## src/rtl/pt_filter_pkg.sv

```systemverilog
// Shared types, width helpers and legal parameter ranges for the
// Pan-Tompkins filter stages.
package pt_filter_pkg;

  localparam int DEFAULT_DATA_WIDTH = 11;

  localparam int LOG2_DEPTH_MIN = 1;
  localparam int LOG2_DEPTH_MAX = 8;
  localparam int NUM_CH_MIN     = 1;
  localparam int NUM_CH_MAX     = 16;

  typedef logic signed [DEFAULT_DATA_WIDTH-1:0] sample_t;

  // Running-sum width: a full window of samples cannot overflow it.
  function automatic int acc_w(input int dw, input int l2d);
    return dw + l2d;
  endfunction

  function automatic int ch_w(input int num_ch);
    return (num_ch <= 1) ? 1 : $clog2(num_ch);
  endfunction

endpackage

```

## src/rtl/hpf_channel_state.sv

```systemverilog
// History of one channel: delay line, running window sum and a saturating
// fill counter, all updated together when the channel accepts a sample.
module hpf_channel_state
  import pt_filter_pkg::*;
#(
  parameter int DATA_WIDTH = 11,
  parameter int LOG2_DEPTH = 5,
  localparam int ACC_W     = acc_w(DATA_WIDTH, LOG2_DEPTH),
  localparam int FILL_W    = LOG2_DEPTH + 1
) (
  input  logic                    clk,
  input  logic                    rstn,
  input  logic                    clr,
  input  logic                    we,
  input  logic signed [DATA_WIDTH-1:0] din,
  input  logic signed [ACC_W-1:0] sum_next,
  output logic signed [DATA_WIDTH-1:0] mid,
  output logic signed [DATA_WIDTH-1:0] last,
  output logic signed [ACC_W-1:0] sum,
  output logic [FILL_W-1:0]       fill
);

  localparam int DEPTH = 1 << LOG2_DEPTH;

  logic signed [DATA_WIDTH-1:0] taps [DEPTH];

  always_ff @(posedge clk or negedge rstn) begin
    if (!rstn) begin
      for (int k = 0; k < DEPTH; k++) taps[k] <= '0;
      sum  <= '0;
      fill <= '0;
    end else if (clr) begin
      for (int k = 0; k < DEPTH; k++) taps[k] <= '0;
      sum  <= '0;
      fill <= '0;
    end else if (we) begin
      taps[0] <= din;
      for (int k = 1; k < DEPTH; k++) taps[k] <= taps[k-1];
      sum <= sum_next;
      if (fill != FILL_W'(DEPTH)) fill <= fill + 1'b1;
    end
  end

  // taps[k] holds x[n-1-k], so these are x[n-D/2] and x[n-D] for the next sample.
  assign mid  = taps[DEPTH/2-1];
  assign last = taps[DEPTH-1];

endmodule

```

## src/rtl/hpf_multichannel.sv

```systemverilog
// Multichannel moving-average high-pass: y = x[n-D/2] - mean(last D samples),
// one registered output per accepted sample, channels time-interleaved.
module hpf_multichannel
  import pt_filter_pkg::*;
#(
  parameter int DATA_WIDTH = 11,
  parameter int LOG2_DEPTH = 5,
  parameter int NUM_CH     = 1,
  localparam int CH_W      = ch_w(NUM_CH)
) (
  input  logic                    clk,
  input  logic                    rstn,
  input  logic                    en,
  input  logic                    clr,
  input  logic                    in_valid,
  input  logic [CH_W-1:0]         in_ch,
  input  logic signed [DATA_WIDTH-1:0] in_data,
  output logic                    out_valid,
  output logic [CH_W-1:0]         out_ch,
  output logic signed [DATA_WIDTH:0]   out_data,
  output logic                    out_settled
);

  localparam int ACC_W  = acc_w(DATA_WIDTH, LOG2_DEPTH);
  localparam int Y_W    = ACC_W + 1;
  localparam int FILL_W = LOG2_DEPTH + 1;
  localparam int DEPTH  = 1 << LOG2_DEPTH;

  if (LOG2_DEPTH < LOG2_DEPTH_MIN || LOG2_DEPTH > LOG2_DEPTH_MAX) begin : g_bad_depth
    $error("hpf_multichannel: LOG2_DEPTH out of range");
  end
  if (NUM_CH < NUM_CH_MIN || NUM_CH > NUM_CH_MAX) begin : g_bad_ch
    $error("hpf_multichannel: NUM_CH out of range");
  end

  logic                         ch_ok;
  logic                         acc;
  logic [NUM_CH-1:0]            we;
  logic signed [DATA_WIDTH-1:0] mid_arr  [NUM_CH];
  logic signed [DATA_WIDTH-1:0] last_arr [NUM_CH];
  logic signed [ACC_W-1:0]      sum_arr  [NUM_CH];
  logic [FILL_W-1:0]            fill_arr [NUM_CH];

  logic signed [DATA_WIDTH-1:0] mid_sel;
  logic signed [DATA_WIDTH-1:0] last_sel;
  logic signed [ACC_W-1:0]      sum_sel;
  logic [FILL_W-1:0]            fill_sel;
  logic signed [ACC_W-1:0]      sum_next;
  logic signed [Y_W-1:0]        y_full;
  logic                         settled_next;

  assign ch_ok = ({1'b0, in_ch} < (CH_W+1)'(NUM_CH));
  assign acc   = en & in_valid & ~clr & ch_ok;

  for (genvar c = 0; c < NUM_CH; c++) begin : g_ch
    assign we[c] = acc && (in_ch == CH_W'(c));

    hpf_channel_state #(
      .DATA_WIDTH (DATA_WIDTH),
      .LOG2_DEPTH (LOG2_DEPTH)
    ) u_state (
      .clk      (clk),
      .rstn     (rstn),
      .clr      (clr),
      .we       (we[c]),
      .din      (in_data),
      .sum_next (sum_next),
      .mid      (mid_arr[c]),
      .last     (last_arr[c]),
      .sum      (sum_arr[c]),
      .fill     (fill_arr[c])
    );
  end

  always_comb begin
    mid_sel  = '0;
    last_sel = '0;
    sum_sel  = '0;
    fill_sel = '0;
    for (int i = 0; i < NUM_CH; i++) begin
      if (in_ch == CH_W'(i)) begin
        mid_sel  = mid_arr[i];
        last_sel = last_arr[i];
        sum_sel  = sum_arr[i];
        fill_sel = fill_arr[i];
      end
    end
  end

  // Recursive window sum; the scaled difference keeps full precision until the final floor shift.
  assign sum_next     = sum_sel + ACC_W'(in_data) - ACC_W'(last_sel);
  assign y_full       = (Y_W'(mid_sel) <<< LOG2_DEPTH) - Y_W'(sum_next);
  assign settled_next = (fill_sel >= FILL_W'(DEPTH - 1));

  always_ff @(posedge clk or negedge rstn) begin
    if (!rstn) begin
      out_valid   <= 1'b0;
      out_ch      <= '0;
      out_data    <= '0;
      out_settled <= 1'b0;
    end else if (acc) begin
      out_valid   <= 1'b1;
      out_ch      <= in_ch;
      out_data    <= (DATA_WIDTH+1)'(y_full >>> LOG2_DEPTH);
      out_settled <= settled_next;
    end else begin
      out_valid   <= 1'b0;
    end
  end

endmodule

```

## config.mk

```make
export PLATFORM = sky130hd
export DESIGN_NAME = hpf_multichannel
export DESIGN_NICKNAME = d
export VERILOG_FILES = /design/src/rtl/pt_filter_pkg.sv /design/src/rtl/hpf_channel_state.sv /design/src/rtl/hpf_multichannel.sv
export SDC_FILE = /design/constraint.sdc
export NUM_CORES = 1
export LEC_CHECK = 0
export BUFFER_PORTS_ARGS = -buffer_cell sky130_fd_sc_hd__buf_4
export CAP_MARGIN = 20
export CORE_ASPECT_RATIO = 2
export CORE_MARGIN = 4
export CORE_UTILIZATION = 55
export DETAILED_ROUTE_END_ITERATION = 10
export GPL_TIMING_DRIVEN = 0
export HOLD_SLACK_MARGIN = 0.15
export PLACE_DENSITY_LB_ADDON = 0.05
export SKIP_LAST_GASP = 1
export SLEW_MARGIN = 20
export SYNTH_ARGS = -nofsm -noshare
export SYNTH_HDL_FRONTEND = slang
export SYNTH_SLANG_ARGS = --single-unit
```

## constraint.sdc

```tcl
create_clock -name clk -period 11.8 [get_ports clk]
set_input_delay 2.36 -clock clk [delete_from_list [all_inputs] [get_ports clk]]
set_output_delay 2.36 -clock clk [all_outputs]
set_load 0.02 [all_outputs]
```

* Word level (Yosys, flattened, before mapping)
Index checks and enable logic that the tools add are counted.
** Operators by class
- Add/sub/neg operators :: 4
- Order comparisons :: 2
- Equality and inequality tests :: 1
- Multiplexer cells :: 12
- Bitwise operators :: 5
- Reductions and logical operators :: 4
** Operators by type and width (count)
- $mux W352 :: 2
- $mux W16 :: 3
- $mux W6 :: 4
- $mux W11 :: 2
- $sub A16 B16 Y17 :: 1
- $add A16 B11 Y16 :: 1
- $sub A16 B11 Y16 :: 1
- $add A6 B1 Y6 const B :: 1
- $ge A6 B5 Y1 const B :: 1
- $ne A6 B6 Y1 const B :: 1
- $reduce_bool A2 Y1 :: 2
- $and A1 B1 Y1 :: 3
- $not A1 Y1 :: 2
- $reduce_and A2 Y1 :: 1
- $logic_and A1 B1 Y1 :: 1
- $lt A1 B1 Y1 const B :: 1
- $mux W1 :: 1
** Word-level totals
- Bits in registers :: 389
- Input bits :: 17
- Output and inout port bits :: 15
- Word-level logic and storage cells :: 66

* Logic depth before layout (Yosys ltp)
Gate-level depths: netlist (run 1).
- Word-level depth :: 6
- Mapped depth :: 22
- Mapped depth without buffers :: 20

* Hierarchy
A second synthesis (run 1) with hierarchy kept.
** Second synthesis, totals
- Cells, all modules :: 1568
- Area, all modules :: 17889.7 µm²
** Modules (own cells, without submodules)
- hpf_channel_state :: times used 1, cells each 1242, area an instance 15267.1 µm², seq. area each 9359.0 µm²
- hpf_multichannel :: times used 1, cells each 326, area an instance 2622.5 µm², seq. area each 375.4 µm²

* Worst setup path before layout (run 1)
OpenSTA, ideal clock, no wires.
- Path type :: input to register
- Start :: input in_ch
- End :: register out_data[10]
- Setup time :: 0.133 ns
- Arrival time :: 6.292 ns
- Required time :: 11.667 ns
- Setup slack :: 5.375 ns
- Stages on the path :: 19
- Buffers on the path :: 2
- Cells stage by stage :: clkbuf_1 clkbuf_1 nor2b_1 fa_1 fa_1 nand2b_1 a211oi_2 o21ai_2 a21o_2 a311oi_1 xnor2_1 ha_1 a21oi_1 nor2_1 nor2_1 o21ai_0 a21oi_1 and3_1 o31ai_1
** Between the ends
- Word-level cells in the longest chain between the ends :: 4
- Elaborated cells between the ends (all ways) :: 8
- Classes of those cells :: add/sub (3); order compare (1); mux (3); bitwise (1)
** RTL lines
- start: declaration :: line hpf_multichannel.sv:16 : input logic [CH_W-1:0] in_ch,
- $mux W16 :: line hpf_multichannel.sv:81 : if (in_ch == CH_W'(i)) begin
- $add A16 B11 Y16 :: line hpf_multichannel.sv:91 : assign sum_next = sum_sel + ACC_W'(in_data) - ACC_W'(last_sel);
- $sub A16 B11 Y16 :: line hpf_multichannel.sv:91
- $sub A16 B16 Y17 :: line hpf_multichannel.sv:92 : assign y_full = (Y_W'(mid_sel) <<< LOG2_DEPTH) - Y_W'(sum_next);
- end signal: assignment :: line hpf_multichannel.sv:104 : out_data <= (DATA_WIDTH+1)'(y_full >>> LOG2_DEPTH);
- end: declaration :: line hpf_multichannel.sv:20 : output logic signed [DATA_WIDTH:0] out_data,
Several ways; a longest one is shown, not always the timed one.
A chain may end at the register's enable or synchronous reset.

* Final worst setup path (run 1)
Ends and elaborated chain as after synthesis.

==> out/results.txt, run 1 <==
The post-route fraction of the period consumed by the critical path is 0.593. The share of Yosys cell area claimed by the top area cell type is 0.567, and the global router's overall resource usage is 0.236. The logs give 12950 for the detailed-route via count and 0 for the total congestion overflow. In the post-synthesis netlist, the biggest area contributors are sky130_fd_sc_hd__dfrtp_1 (57%), sky130_fd_sc_hd__nand2_1 (16%), sky130_fd_sc_hd__a21oi_1 (11%). Setup repair after global routing left no endpoint under its margin. The met2 track demand over resource in global routing is 0.439, and the setup slack after placement is 4320 ps.

The congestion estimate from routability-driven global placement came to 0.841. The share of flip-flops with an asynchronous set or reset after synthesis came out at 1.00. Clock slew seen by the registers of the worst setup and hold paths: 60 ps. For the count of filler cells inserted in the layout, the log shows 2746. The number of hold buffers added after CTS was 0. Setup violations remaining at the end of the flow were counted as 0.

Via count of the first global-routing pass: 13459. After detailed routing, the number of remaining DRC violations is 0. Predominant post-synthesis flop cell: sky130_fd_sc_hd__dfrtp_1. The worst path arrival time is 7430 ps, and the maximum number of pins on one net before global-route repair is 93. The area growth from synthesis to layout is 11.9%.

After routing, the total negative slack on setup checks comes to 0 ps. Startpoint kind of the worst setup timing path: an input port. The number of iterations in the first detailed-routing pass was 4.

Total clock sinks: 389. TritonCTS built the clock tree. The multi-input combinational cells in the finished layout cover a total of 6750 sq um. The distinct cell type count of the synthesized netlist is 51. The max-slew violation total from the final report is 0, and the height of the die is 258 um. The worst path in the final design needs a cycle of 7000 ps, including I/O delays and setup. The number of port buffers is 30, and the total number of H-tree levels is 2. At the worst endpoint, the required time is 12230 ps. The logs give 0.556 for the starting utilization of the core area and 0 for the final count of hold timing violations. The number of buffers created by CTS came out at 36. Mean routed wirelength per cell: 15.7 um.

The worst relative slew slack was 0.463. The post-synthesis sequential area ratio is 0.567. Met3 track demand over resource in global routing: 0.0366. In the routed layout, each cell is associated on average with a via count of 5.25.

When the netlist entered floorplanning its net count stood at 2013. For the worst-skew pair, the clock arrives at the later sink with an insertion delay of 530 ps. The share of final-layout standard cells stronger than drive strength 1 was 0.0522; the flop-to-flop setup slack was 7230 ps. In the post-route analysis, the smallest setup slack over all paths is 4800 ps. The root buffer cell chosen for the clock tree is sky130_fd_sc_hd__clkbuf_16. The actual slew at the worst max-slew pin was 805 ps; the number of DRC markers in iteration 0 was 613. In the final layout, flip-flops and latches occupy 9730 sq um. The die is 133 um wide. The run gives 0 as the number of maximum-capacitance constraint violations. The run gives 0.000124 V as the worst-case vdd ir drop. The number of gates given a new drive strength after cts was 0; the number of enable-type register cells in the synthesized netlist was 0. The synthesized netlist cell count was 1951.

Along the worst path, the maximum fanout reaches 10. Cell accounting for the most synthesized area: sky130_fd_sc_hd__dfrtp_1. The net count of the finished layout is 2085.

The half-perimeter wire length after placement is 28700 um. In this run the static leakage power is 8.21 nW. During I/O placement, the number of pins put on the boundary was 32. The tools report the maximum operating frequency as 0.143 GHz. For the final antenna diode count, the log shows 0.

Counting along the longest clock path gives a buffer depth of 3. The logs give 0 for the initial antenna violation count and 91 for the floorplan row count. Category of the critical setup timing path: in -> reg.

Global-route met1 utilization: 0.261. The area inside the core boundary is 30900 sq um, and the post-synthesis sequential element count is 389. Yosys printed 0 warnings.

The wire length of the first global-routing pass is 66300 um. In this run the most used layer during global routing was met2. For this design the ratio of total power to cell area is 147 nW/um^2. For this block, the routed nets add up to 38700 um of wire. The mean instance size in the synthesized netlist came out at 8.80 sq um. Post-CTS timing repair inserted 0 buffers for setup. STA classifies the critical path endpoint as a register. The detail route stage leaves a number of antenna-violating nets equal to 0. The die covers 34300 sq um. The worst hold path belongs to the class reg -> reg. The run finished with clean final reports. The post-synth design cell area is 17200 sq um. The logs give 12.9 ps for the maximum clock skew at final layout and 477 ps for the worst hold slack after final layout.
[area by class of cell]
| cell class | instances | share of cell area |
|---|---|---|
| flip-flops and latches | 389 | 0.507 |
| inverters | 51 | 0.00996 |
| clock inverters | 13 | 0.00723 |
| repair buffers | 34 | 0.0178 |
| well taps | 418 | 0.0272 |
| multi-input cells | 1381 | 0.351 |
| clock buffers | 50 | 0.0544 |
| plain buffers | 130 | 0.0254 |
[metrics by stage]
stage	cells	area (sq um)	total power, W	utilization
3_5_place_dp	2403	18000	0.00168	0.584
3_3_place_gp	2399	17900	0.00167	0.581
2_1_floorplan	1951	17200	0.00156	-
5_1_grt	2466	19200	0.00294	0.623
6_report	2466	19200	0.00282	0.623
4_1_cts	2466	19200	0.00286	0.623
[power by group]
| group | internal (W) | switching (W) |
|---|---|---|
| combinational | 0.0000899 | 0.000195 |
| clock | 0.000667 | 0.000507 |
| sequential | 0.00135 | 0.0000122 |
| total | 0.00211 | 0.000713 |
[metal layers]
metal  vias to the layer above  share of wire
met2                       187           0.54
met4                         0          0.048
met1                      6221           0.37
met3                        95          0.036
li1                       6447              -
met5                         -              0
[cell usage after synthesis (2+ instances only)]
master,count
sky130_fd_sc_hd__o21ai_2,3
sky130_fd_sc_hd__o31ai_1,4
sky130_fd_sc_hd__or3_1,6
sky130_fd_sc_hd__nor2b_1,24
sky130_fd_sc_hd__a21o_2,2
sky130_fd_sc_hd__nand2b_1,18
sky130_fd_sc_hd__xnor2_1,11
sky130_fd_sc_hd__nand2_1,749
sky130_fd_sc_hd__a21o_1,13
sky130_fd_sc_hd__and3_2,2
sky130_fd_sc_hd__ha_1,30
sky130_fd_sc_hd__a311o_1,2
sky130_fd_sc_hd__nor3_1,7
sky130_fd_sc_hd__clkbuf_1,126
sky130_fd_sc_hd__and3_1,5
sky130_fd_sc_hd__xor2_1,8
sky130_fd_sc_hd__and2_1,7
sky130_fd_sc_hd__a21oi_1,379
sky130_fd_sc_hd__a211o_1,3
sky130_fd_sc_hd__o21ai_0,19
sky130_fd_sc_hd__nand4_1,4
sky130_fd_sc_hd__nand3_1,14
sky130_fd_sc_hd__nand4b_1,2
sky130_fd_sc_hd__nor3b_1,2
sky130_fd_sc_hd__o21a_1,4
sky130_fd_sc_hd__o21bai_1,2
sky130_fd_sc_hd__dfrtp_1,389
sky130_fd_sc_hd__buf_1,4
sky130_fd_sc_hd__fa_1,15
sky130_fd_sc_hd__o21ai_1,2
sky130_fd_sc_hd__nor2_1,24
sky130_fd_sc_hd__inv_1,50
sky130_fd_sc_hd__or2_2,3
[kinds of logic after synthesis]
logic type | Yosys count | synth area share
muxes | 2 | 0.00124
AOI/OAI and AO/OA | 442 | 0.138
buffers and inverters | 181 | 0.0396
DFF | 389 | 0.567
xor gates and xnor gates | 19 | 0.00969
and+or+nand+nor | 873 | 0.205
adders and majority gates | 45 | 0.0394
[cell usage in the layout, fill, tap and decap left out, types with 3 or more instances in the layout]
master	count
sky130_fd_sc_hd__nand3_1	14
sky130_fd_sc_hd__xnor2_1	11
sky130_fd_sc_hd__a21o_1	13
sky130_fd_sc_hd__buf_16	4
sky130_fd_sc_hd__nand2b_1	18
sky130_fd_sc_hd__nor2_1	24
sky130_fd_sc_hd__buf_4	29
sky130_fd_sc_hd__and2_1	7
sky130_fd_sc_hd__o21a_1	4
sky130_fd_sc_hd__or2_2	3
sky130_fd_sc_hd__or3_1	6
sky130_fd_sc_hd__ha_1	30
sky130_fd_sc_hd__clkinvlp_4	5
sky130_fd_sc_hd__buf_1	4
sky130_fd_sc_hd__o21ai_0	19
sky130_fd_sc_hd__o21ai_2	3
sky130_fd_sc_hd__inv_1	50
sky130_fd_sc_hd__clkbuf_8	7
sky130_fd_sc_hd__a211o_1	3
sky130_fd_sc_hd__clkinv_2	3
sky130_fd_sc_hd__a21oi_1	379
sky130_fd_sc_hd__clkbuf_1	132
sky130_fd_sc_hd__nand2_1	749
sky130_fd_sc_hd__clkbuf_16	37
sky130_fd_sc_hd__dfrtp_1	389
sky130_fd_sc_hd__nand4_1	4
sky130_fd_sc_hd__and3_1	5
sky130_fd_sc_hd__xor2_1	8
sky130_fd_sc_hd__o31ai_1	4
sky130_fd_sc_hd__fa_1	15
sky130_fd_sc_hd__nor3_1	7
sky130_fd_sc_hd__nor2b_1	24
[final timing paths]
path | startpoint | endpoint | cells past startpoint
worst max-delay path | in_ch | out_data[10]$_DFFE_PN0P_ | 20
worst max register to register | g_ch[0].u_state.last[1]$_DFFE_PN0P_ | out_data[10]$_DFFE_PN0P_ | 17
min in group asynchronous | rstn | g_ch[0].u_state.taps[120]$_DFFE_PN0P_ | 1
worst min register to register | out_data[2]$_DFFE_PN0P_ | out_data[2]$_DFFE_PN0P_ | 2
worst min-delay path | out_data[2]$_DFFE_PN0P_ | out_data[2]$_DFFE_PN0P_ | 2
max in group asynchronous | rstn | g_ch[0].u_state.taps[147]$_DFFE_PN0P_ | 3
[flip-flops by register name (all words and copies together), names as in the netlist]
signal and cells:
g_ch.u_state.mid 11, out_data 12, g_ch.u_state.taps 330, g_ch.u_state.fill 6, out_ch 1, g_ch.u_state.sum 16, g_ch.u_state.last 11, out_valid 1
out_settled 1
[critical path, cell delays in order]
cell and delay, ps:
sky130_fd_sc_hd__buf_4 100, sky130_fd_sc_hd__clkbuf_1 420, sky130_fd_sc_hd__clkbuf_1 480, sky130_fd_sc_hd__nor2b_1 140
sky130_fd_sc_hd__fa_1 530, sky130_fd_sc_hd__fa_1 470, sky130_fd_sc_hd__nand2b_1 190, sky130_fd_sc_hd__a211oi_2 210
sky130_fd_sc_hd__o21ai_2 120, sky130_fd_sc_hd__a21o_2 250, sky130_fd_sc_hd__a311oi_1 440, sky130_fd_sc_hd__xnor2_1 190
sky130_fd_sc_hd__ha_1 380, sky130_fd_sc_hd__a21oi_1 180, sky130_fd_sc_hd__nor2_1 50, sky130_fd_sc_hd__nor2_1 180
sky130_fd_sc_hd__o21ai_0 130, sky130_fd_sc_hd__a21oi_1 290, sky130_fd_sc_hd__a21oi_1 120, sky130_fd_sc_hd__o31ai_1 200
Power figures use the tool's default switching activity.
==> run 2: changes to the inputs <==
==> constraint.sdc (replaced) <==
create_clock -name clk -period 6.04 [get_ports clk]
set_input_delay 1.208 -clock clk [delete_from_list [all_inputs] [get_ports clk]]
set_output_delay 1.208 -clock clk [all_outputs]
set_load 0.02 [all_outputs]
==> run 2 against run 1 <==
Via count is 0.16% higher. Worst setup slack worse by 4200 ps. Die area did not move. Critical path depth down 1. Worst hold slack about the same. Cell area about the same. Sequential share of layout area barely moved. Clock power increased by 97%. Global-route usage unchanged. Flip-flop and latch count is the same. Routed wire length increased by 0.14%. Critical path type unchanged. Largest cell class unchanged.
==> out/results.txt, run 2 (same netlist as run 1, synthesis figures left out) <==
The worst setup path is captured at a register. The worst path arrival time is 5880 ps (-1550 ps). The worst hold slack after final layout is 478 ps (+0.0530 ps), and the starting utilization of the core area is 0.556 (unchanged). The power density of the placed cells is 287 nW/um^2 (+95%), and the max-slew violation total from the final report is 0 (unchanged). Total number of H-tree levels: 2 (unchanged).

The worst reg2reg path depth was 17 (unchanged); the final antenna diode count was 0 (unchanged). The final standard cell utilization of the core came out at 0.623 (about the same). The critical path goes through buf_4, clkbuf_1, nand2b_1, fa_1, fa_1, nand2b_1, a211oi_2, o21ai_2, a21o_2, a311oi_1, xnor2_1, ha_1, a21oi_1, nor2_1, nor2_1, o21ai_0, a21oi_1, a21oi_1, o31ai_1.

The floorplan row count was 91 (unchanged); the via-per-instance ratio was 5.26 (+0.20%). Maximum fanout count along the critical path: 14 (+4). For the wire length of the first global-routing pass, the log shows 66300 um (unchanged). The actual slew at the worst max-slew pin was 811 ps (+5.88 ps); the maximum operating frequency was 0.184 GHz.

The share of final-layout standard cells stronger than drive strength 1 was 0.0528 (+0.000514); the die area was 34300 sq um (unchanged). Via count of the first global-routing pass: 13459 (unchanged). The tools report the flop-to-flop setup slack as 1490 ps (-5740 ps). The initial antenna violation count is 0 (unchanged). The run gives 0.841 (unchanged) as the final RePlAce weighted congestion. The detailed-route via count is 12971 (+0.16%). For the insertion delay of the later-clocked pin in the worst-skew pair, the log shows 530 ps (about the same).

The logs give 0.000242 V (+96%) for the worst-case vdd ir drop and 6470 ps (-5760 ps) for the required time of the critical path. The startpoint kind of the worst setup timing path is an input port. The number of flip-flops under the largest register name is 330 (unchanged). The critical path's most frequent cell is sky130_fd_sc_hd__a21oi_1. The tools report the total clock sinks as 389 (unchanged).

The stage delay of the slowest cell on the critical path is 470 ps (-60 ps), and the cell depth of the worst min-delay path is 2 (unchanged). The maximum number of pins on one net before global-route repair came out at 93 (unchanged). For this design, the slowest cell found on the critical path is sky130_fd_sc_hd__fa_1.

The worst hold path class was reg -> reg. The reg-to-reg endpoint is out_data[10]$_DFFE_PN0P_. The tools report the total wirelength of the detailed-routed design as 38800 um (+0.14%). Post-route fraction of the period consumed by the critical path: 0.902. The height of the die is 258 um (unchanged), and the net count of the finished layout is 2084 (-0.048%). The leakage dissipation was 8.21 nW (about the same); the final period demand of the worst path was 5450 ps. The number of DRC markers in iteration 0 was 651 (+6.2%); the number of buffers created by CTS was 36 (unchanged). In this run the most critical hold path is launched from out_data[2]$_DFFE_PN0P_.

The die span in x was 133 um (unchanged). The count of endpoints failing setup in the final report was 0 (unchanged); the worst relative slew slack was 0.459 (-0.00392). TritonCTS built the clock tree. The total congestion overflow came out at 0 (unchanged). The root buffer cell chosen for the clock tree is sky130_fd_sc_hd__clkbuf_16.

The clock slew seen by the registers of the worst setup and hold paths was 60 ps (about the same); the maximum clock skew at final layout was 13.9 ps (+1.07 ps). g_ch.u_state.taps holds more flip-flops than any other register. The logs give 6 (+2) for the number of iterations in the first detailed-routing pass and 30900 sq um (unchanged) for the area inside the core boundary. The startpoint of the worst register-to-register path is g_ch[0].u_state.last[1]$_DFFE_PN0P_.

In the final layout, the registers with the most flip-flops are g_ch.u_state.taps x330, g_ch.u_state.sum x16, out_data x12. The final routed DRC violation total is 0 (unchanged), and the mean routed wirelength per cell is 15.7 um (+0.19%). The half-perimeter wire length after placement is 28700 um (unchanged), and the post-synthesis to final-layout area growth is 11.9% (about the same). For the count of filler cells inserted in the layout, the log shows 2748 (+0.073%). Most common cell after layout, fill and taps aside: sky130_fd_sc_hd__nand2_1.

The final count of hold timing violations was 0 (unchanged). Category of the critical setup timing path: in -> reg. For hold timing, the worst endpoint is out_data[2]$_DFFE_PN0P_. The run finished with clean final reports.

The global router's overall resource usage came out at 0.236 (unchanged). The number of maximum-capacitance constraint violations was 0 (unchanged). The clock tree buffer depth was 3 (unchanged). The post-CTS repair timing setup buffer count was 0 (unchanged); the count of boundary I/O pins was 32 (unchanged). Setup repair after global routing left no endpoint under its margin. The post-detailed-route count of antenna-violating nets is 0 (unchanged), and the number of port buffers is 30 (unchanged). In the layout the commonest cells are sky130_fd_sc_hd__nand2_1 (749), sky130_fd_sc_hd__dfrtp_1 (389), sky130_fd_sc_hd__a21oi_1 (379).
[run 2: worst max path at each step]
| stage | startpoint | endpoint | slack [ps] | depth (start not counted) |
|---|---|---|---|---|
| final | in_ch | out_data[10]$_DFFE_PN0P_ | 590 | 19 |
| after global routing | in_ch | out_data[10]$_DFFE_PN0P_ | 300 | 19 |
| after CTS | in_ch | out_data[10]$_DFFE_PN0P_ | 240 | 20 |
| after detailed placement | in_ch | out_data[10]$_DFFE_PN0P_ | -290 | 20 |
| after global placement | in_ch | out_data[10]$_DFFE_PN0P_ | -240 | 20 |
| after floorplan | in_ch | out_data[10]$_DFFE_PN0P_ | 770 | 19 |
[run 2: layout make-up]
class                      count  area, sq um  area share
timing repair buffer          34          343      0.0178
buffer                       129          485      0.0253
multi-input combinational   1381         6750       0.351
tap                          418          523      0.0272
clock buffer                  50         1040      0.0544
inverter                      51          191     0.00996
clock inverter                13          139     0.00723
sequential                   389         9730       0.507
[run 2: worst max-delay path: cells and delay by family]
family          cells  cell delay, ps
simple gates        4             610
compound gates      9            1930
buf+inv             2             610
fa+ha+maj           3            1310
xor+xnor            1             190
[run 2: through the flow]
| stage | cell area, sq um | total power (W) | setup TNS (ps) | std cells | worst slack, ps |
|---|---|---|---|---|---|
| 6_report | 19200 | 0.00551 | 0 | 2465 | 590 |
| 4_1_cts | 19200 | 0.00558 | 0 | 2466 | 238 |
| 2_1_floorplan | 17200 | 0.00304 | 0 | 1951 | 767 |
| 3_5_place_dp | 18000 | 0.00327 | -772 | 2403 | -289 |
| 3_3_place_gp | 17900 | 0.00325 | -593 | 2399 | -238 |
| 5_1_grt | 19200 | 0.00574 | 0 | 2465 | 298 |
[run 2: metal layers]
metal  vias to the layer above  routed length (um)  global-route usage
li1                       6453                   -                   -
met1                      6238               14500               0.261
met2                       185               21100               0.439
met3                        95                1330              0.0366
met4                         0                1860               0.108
met5                         -                   0                   0
[run 2: what timing repair did]
action                                  4_1_cts  5_1_grt
hold buffers                                  0        0
endpoints found under the setup margin        0        2
gates resized for setup                       0        2
[run 2: where the power goes]
group,total (W),leakage (nW),switching [W],internal [W]
registers,0.00266,5.41,0.0000239,0.00264
clock network,0.00230,0.567,0.000993,0.00130
logic,0.000556,2.23,0.000380,0.000176
total,0.00551,8.21,0.00140,0.00412
==> run 3: changes to the inputs <==
--- a/config.mk
+++ b/config.mk
@@ -9,7 +9,7 @@
 export CAP_MARGIN = 20
 export CORE_ASPECT_RATIO = 2
 export CORE_MARGIN = 4
-export CORE_UTILIZATION = 55
+export CORE_UTILIZATION = 35
 export DETAILED_ROUTE_END_ITERATION = 10
 export GPL_TIMING_DRIVEN = 0
 export HOLD_SLACK_MARGIN = 0.15
==> constraint.sdc (replaced) <==
create_clock -name clk -period 6.3 [get_ports clk]
set_input_delay 1.26 -clock clk [delete_from_list [all_inputs] [get_ports clk]]
set_output_delay 1.26 -clock clk [all_outputs]
set_load 0.02 [all_outputs]
==> run 3 against run 2 <==
Sequential power down 4%. Worst setup slack worse by 250 ps. First-iteration DRC count up 8.6%. Clock skew up 4.1 ps. Final cell count up 9.4%. Global-route usage down 6.2 points. Sequential share of layout area down 0.91 points. Critical path type unchanged. Largest power group unchanged.
==> out/results.txt, run 3 (same netlist as run 1, synthesis figures left out) <==
The flow ran to the end, and the final reports show no timing, DRC or antenna violations. For the number of gates given a new drive strength after cts, the log shows 0 (unchanged). The stage delay of the slowest cell on the critical path is 580 ps (+110 ps).

The tools report the routed length on met1 as 16900 um (+17%). Timing would allow up to 0.168 GHz. The worst path arrival time was 6420 ps (+540 ps). In the layout the commonest cells are sky130_fd_sc_hd__nand2_1 (749), sky130_fd_sc_hd__dfrtp_1 (389), sky130_fd_sc_hd__a21oi_1 (379).

The via-per-instance ratio is 4.78 (-9.2%), and the die area is 52900 sq um (+54%). The logs give 4975 (+81%) for the count of filler cells inserted in the layout and 1150 um (-14%) for the routed wire length on met3. The worst relative slew slack came out at 0.486 (+0.0268). Total negative slack: 0 ps (unchanged). On the critical path, the stage with the largest delay is an instance of sky130_fd_sc_hd__a311oi_1.

The library cell used most frequently in the layout, excluding fill and tap cells, is sky130_fd_sc_hd__nand2_1. Clock slew seen by the registers of the worst setup and hold paths: 70 ps (about the same). The count of boundary I/O pins was 32 (unchanged); the required time of the critical path was 6750 ps (+280 ps). Final RePlAce weighted congestion: 0.831 (-1.2%). For the area inside the core boundary, the log shows 48500 sq um (+57%).

The count of endpoints failing setup in the final report is 0 (unchanged), and the detailed-route via count is 12880 (-0.70%). Total congestion overflow: 0 (unchanged). The run gives 487 ps (+9.36 ps) as the worst hold slack after final layout. Launching element of the worst setup path: in_ch. The number of buffers created by CTS was 39 (+8.3%). TritonCTS built the clock tree. Number of flip-flops under the largest register name: 330 (unchanged). The tools report the total length of routed met2 wires as 24900 um (+18%). The footprint of the multi-input gates came out at 6750 sq um (unchanged).

For the maximum number of pins on one net before global-route repair, the log shows 99 (+6.5%). The final period demand of the worst path was 5960 ps; the number of maximum-capacitance constraint violations was 0 (unchanged). The worst setup path is of the in -> reg kind.

The critical path goes through buf_4, clkbuf_1, clkbuf_2, nor2b_1, fa_1, fa_1, nand2b_1, a211oi_2, o21ai_2, a21o_2, a311oi_1, xnor2_1, ha_1, a21oi_1, nor2_1, nor2_1, o21ai_0, a21oi_1, a21oi_1, o31ai_1. The hold-fix buffer count after cts came out at 0 (unchanged). The tools report the net count of the finished layout as 2088 (+0.19%).

For the via count of the first global-routing pass, the log shows 13491 (+0.24%). The logs give 0 (unchanged) for the max-slew violation total from the final report and 0 (unchanged) for the final routed DRC violation total. The worst hold path belongs to the class reg -> reg. For the worst-case vdd ir drop, the log shows 0.000215 V (-11%).

The actual slew at the worst max-slew pin came out at 771 ps (-40.3 ps). In this run the most critical hold path is launched from out_data[7]$_DFFE_PN0P_. Wire length of the first global-routing pass: 72800 um (+9.8%).

The starting utilization of the core area is 0.354 (-0.202), and the power density of the placed cells is 277 nW/um^2 (-3.4%). The largest registers in the layout are g_ch.u_state.taps x330, g_ch.u_state.sum x16, out_data x12. The sequential cell area was 9730 sq um (unchanged). Setup repair after global routing left no endpoint under its margin. The post-CTS repair timing setup buffer count is 0 (unchanged), and the post-synthesis to final-layout area growth is 14.0%. The maximum clock skew at final layout came out at 18.0 ps (+4.07 ps). The share of final-layout standard cells stronger than drive strength 1 was 0.0530 (+0.000230); the height of the die was 321 um (+25%). The number of DRC markers in iteration 0 was 707 (+8.6%).

For the final count of hold timing violations, the log shows 0 (unchanged). The tools report the clock tree buffer depth as 3 (unchanged). The worst register-to-register path begins at g_ch[0].u_state.last[1]$_DFFE_PN0P_.

The final standard cell utilization of the core was 0.403 (-0.219); the cell depth of the worst min-delay path was 2 (unchanged). The number of port buffers is 30 (unchanged). Post-route fraction of the period consumed by the critical path: 0.946. Counting flops per register, the top entry is g_ch.u_state.taps. The run gives 2 (unchanged) as the total number of H-tree levels. Among the stages of the critical path, the cell type that occurs most often is sky130_fd_sc_hd__a21oi_1. The run gives 44900 um (+16%) as the total wirelength of the detailed-routed design. STA classifies the critical path startpoint as an input port. Clock tree synthesis selected as its root buffer the cell sky130_fd_sc_hd__clkbuf_16.

The worst reg2reg path depth works out to 17 (unchanged). The tools report the number of iterations in the first detailed-routing pass as 5 (-1). The run gives 1 (+1) as the initial antenna violation count. The tools report the global router's overall resource usage as 0.173 (-0.0622). For the insertion delay of the later-clocked pin in the worst-skew pair, the log shows 550 ps (+20 ps). Kind of end point of the critical path: a register. The logs give 8.26 nW (+0.56%) for the leakage dissipation and 114 (+25%) for the floorplan row count. The maximum fanout count along the critical path is 10 (-4). The total clock sinks is 389 (unchanged), and the half-perimeter wire length after placement is 33400 um (+16%). The post-detailed-route count of antenna-violating nets came out at 0 (unchanged). The die span in x works out to 165 um (+24%). The detailed router used layers up to and including met4.

The mean routed wirelength per cell is 16.7 um (+5.9%).
run 3: changes by cell type in the layout (fill, tap and decap cells not counted):
| cell | delta |
|---|---|
| sky130_fd_sc_hd__clkinv_2 | +2 |
| sky130_fd_sc_hd__diode_2 | +2 |
| sky130_fd_sc_hd__clkbuf_16 | +2 |
| sky130_fd_sc_hd__inv_8 | +1 |
| sky130_fd_sc_hd__clkbuf_8 | -1 |
| sky130_fd_sc_hd__clkinvlp_4 | -4 |
| sky130_fd_sc_hd__clkbuf_1 | +9 |
| sky130_fd_sc_hd__inv_6 | +1 |
run 3: cell type report:
class / instances / share of cell area
tap: 638 / 0.0408
sequential: 389 / 0.498
clock buffer: 59 / 0.0568
buffer: 130 / 0.0250
antenna: 2 / 0.000256
multi-input combinational: 1381 / 0.345
inverter: 51 / 0.00979
timing repair buffer: 34 / 0.0175
clock inverter: 13 / 0.00710
run 3: final timing paths:
path | slack, ps | endpoint
min reg2reg | 490 | out_data[7]$_DFFE_PN0P_
max in group asynchronous | 3990 | g_ch[0].u_state.taps[94]$_DFFE_PN0P_
min | 490 | out_data[7]$_DFFE_PN0P_
min in group asynchronous | 580 | g_ch[0].u_state.taps[98]$_DFFE_PN0P_
max reg2reg | 1570 | out_data[10]$_DFFE_PN0P_
max | 340 | out_data[10]$_DFFE_PN0P_
run 3: critical path: cells and delay by family:
family	cells	cell delay [ps]
buffers and inverters	3	930
AOI/OAI and AO/OA	9	2050
and+or+nand+nor	4	590
adders and majority gates	3	1390
xor gates and xnor gates	1	200
run 3: where the power goes:
group	switching (W)	total, W	internal (W)
Clock	0.00100	0.00232	0.00131
Combinational	0.000378	0.000546	0.000168
Sequential	0.0000301	0.00256	0.00253
run 3: metrics by stage:
stage | cell area (sq um) | setup slack (ps) | power, W | cells
floorplan | 17200 | 975 | 0.00292 | 1951
global placement | 18200 | -450 | 0.00316 | 2619
detailed placement | 18300 | -462 | 0.00317 | 2623
CTS | 19600 | 97.7 | 0.00554 | 2695
global route | 19600 | 23.0 | 0.00568 | 2695
finish | 19600 | 338 | 0.00543 | 2697
run 3: routing by layer:
layer | GRT usage | vias to the layer above
li1 | - | 6483
met1 | 0.189 | 6181
met2 | 0.330 | 132
met3 | 0.0227 | 84
met4 | 0.0735 | 0
met5 | 0 | -
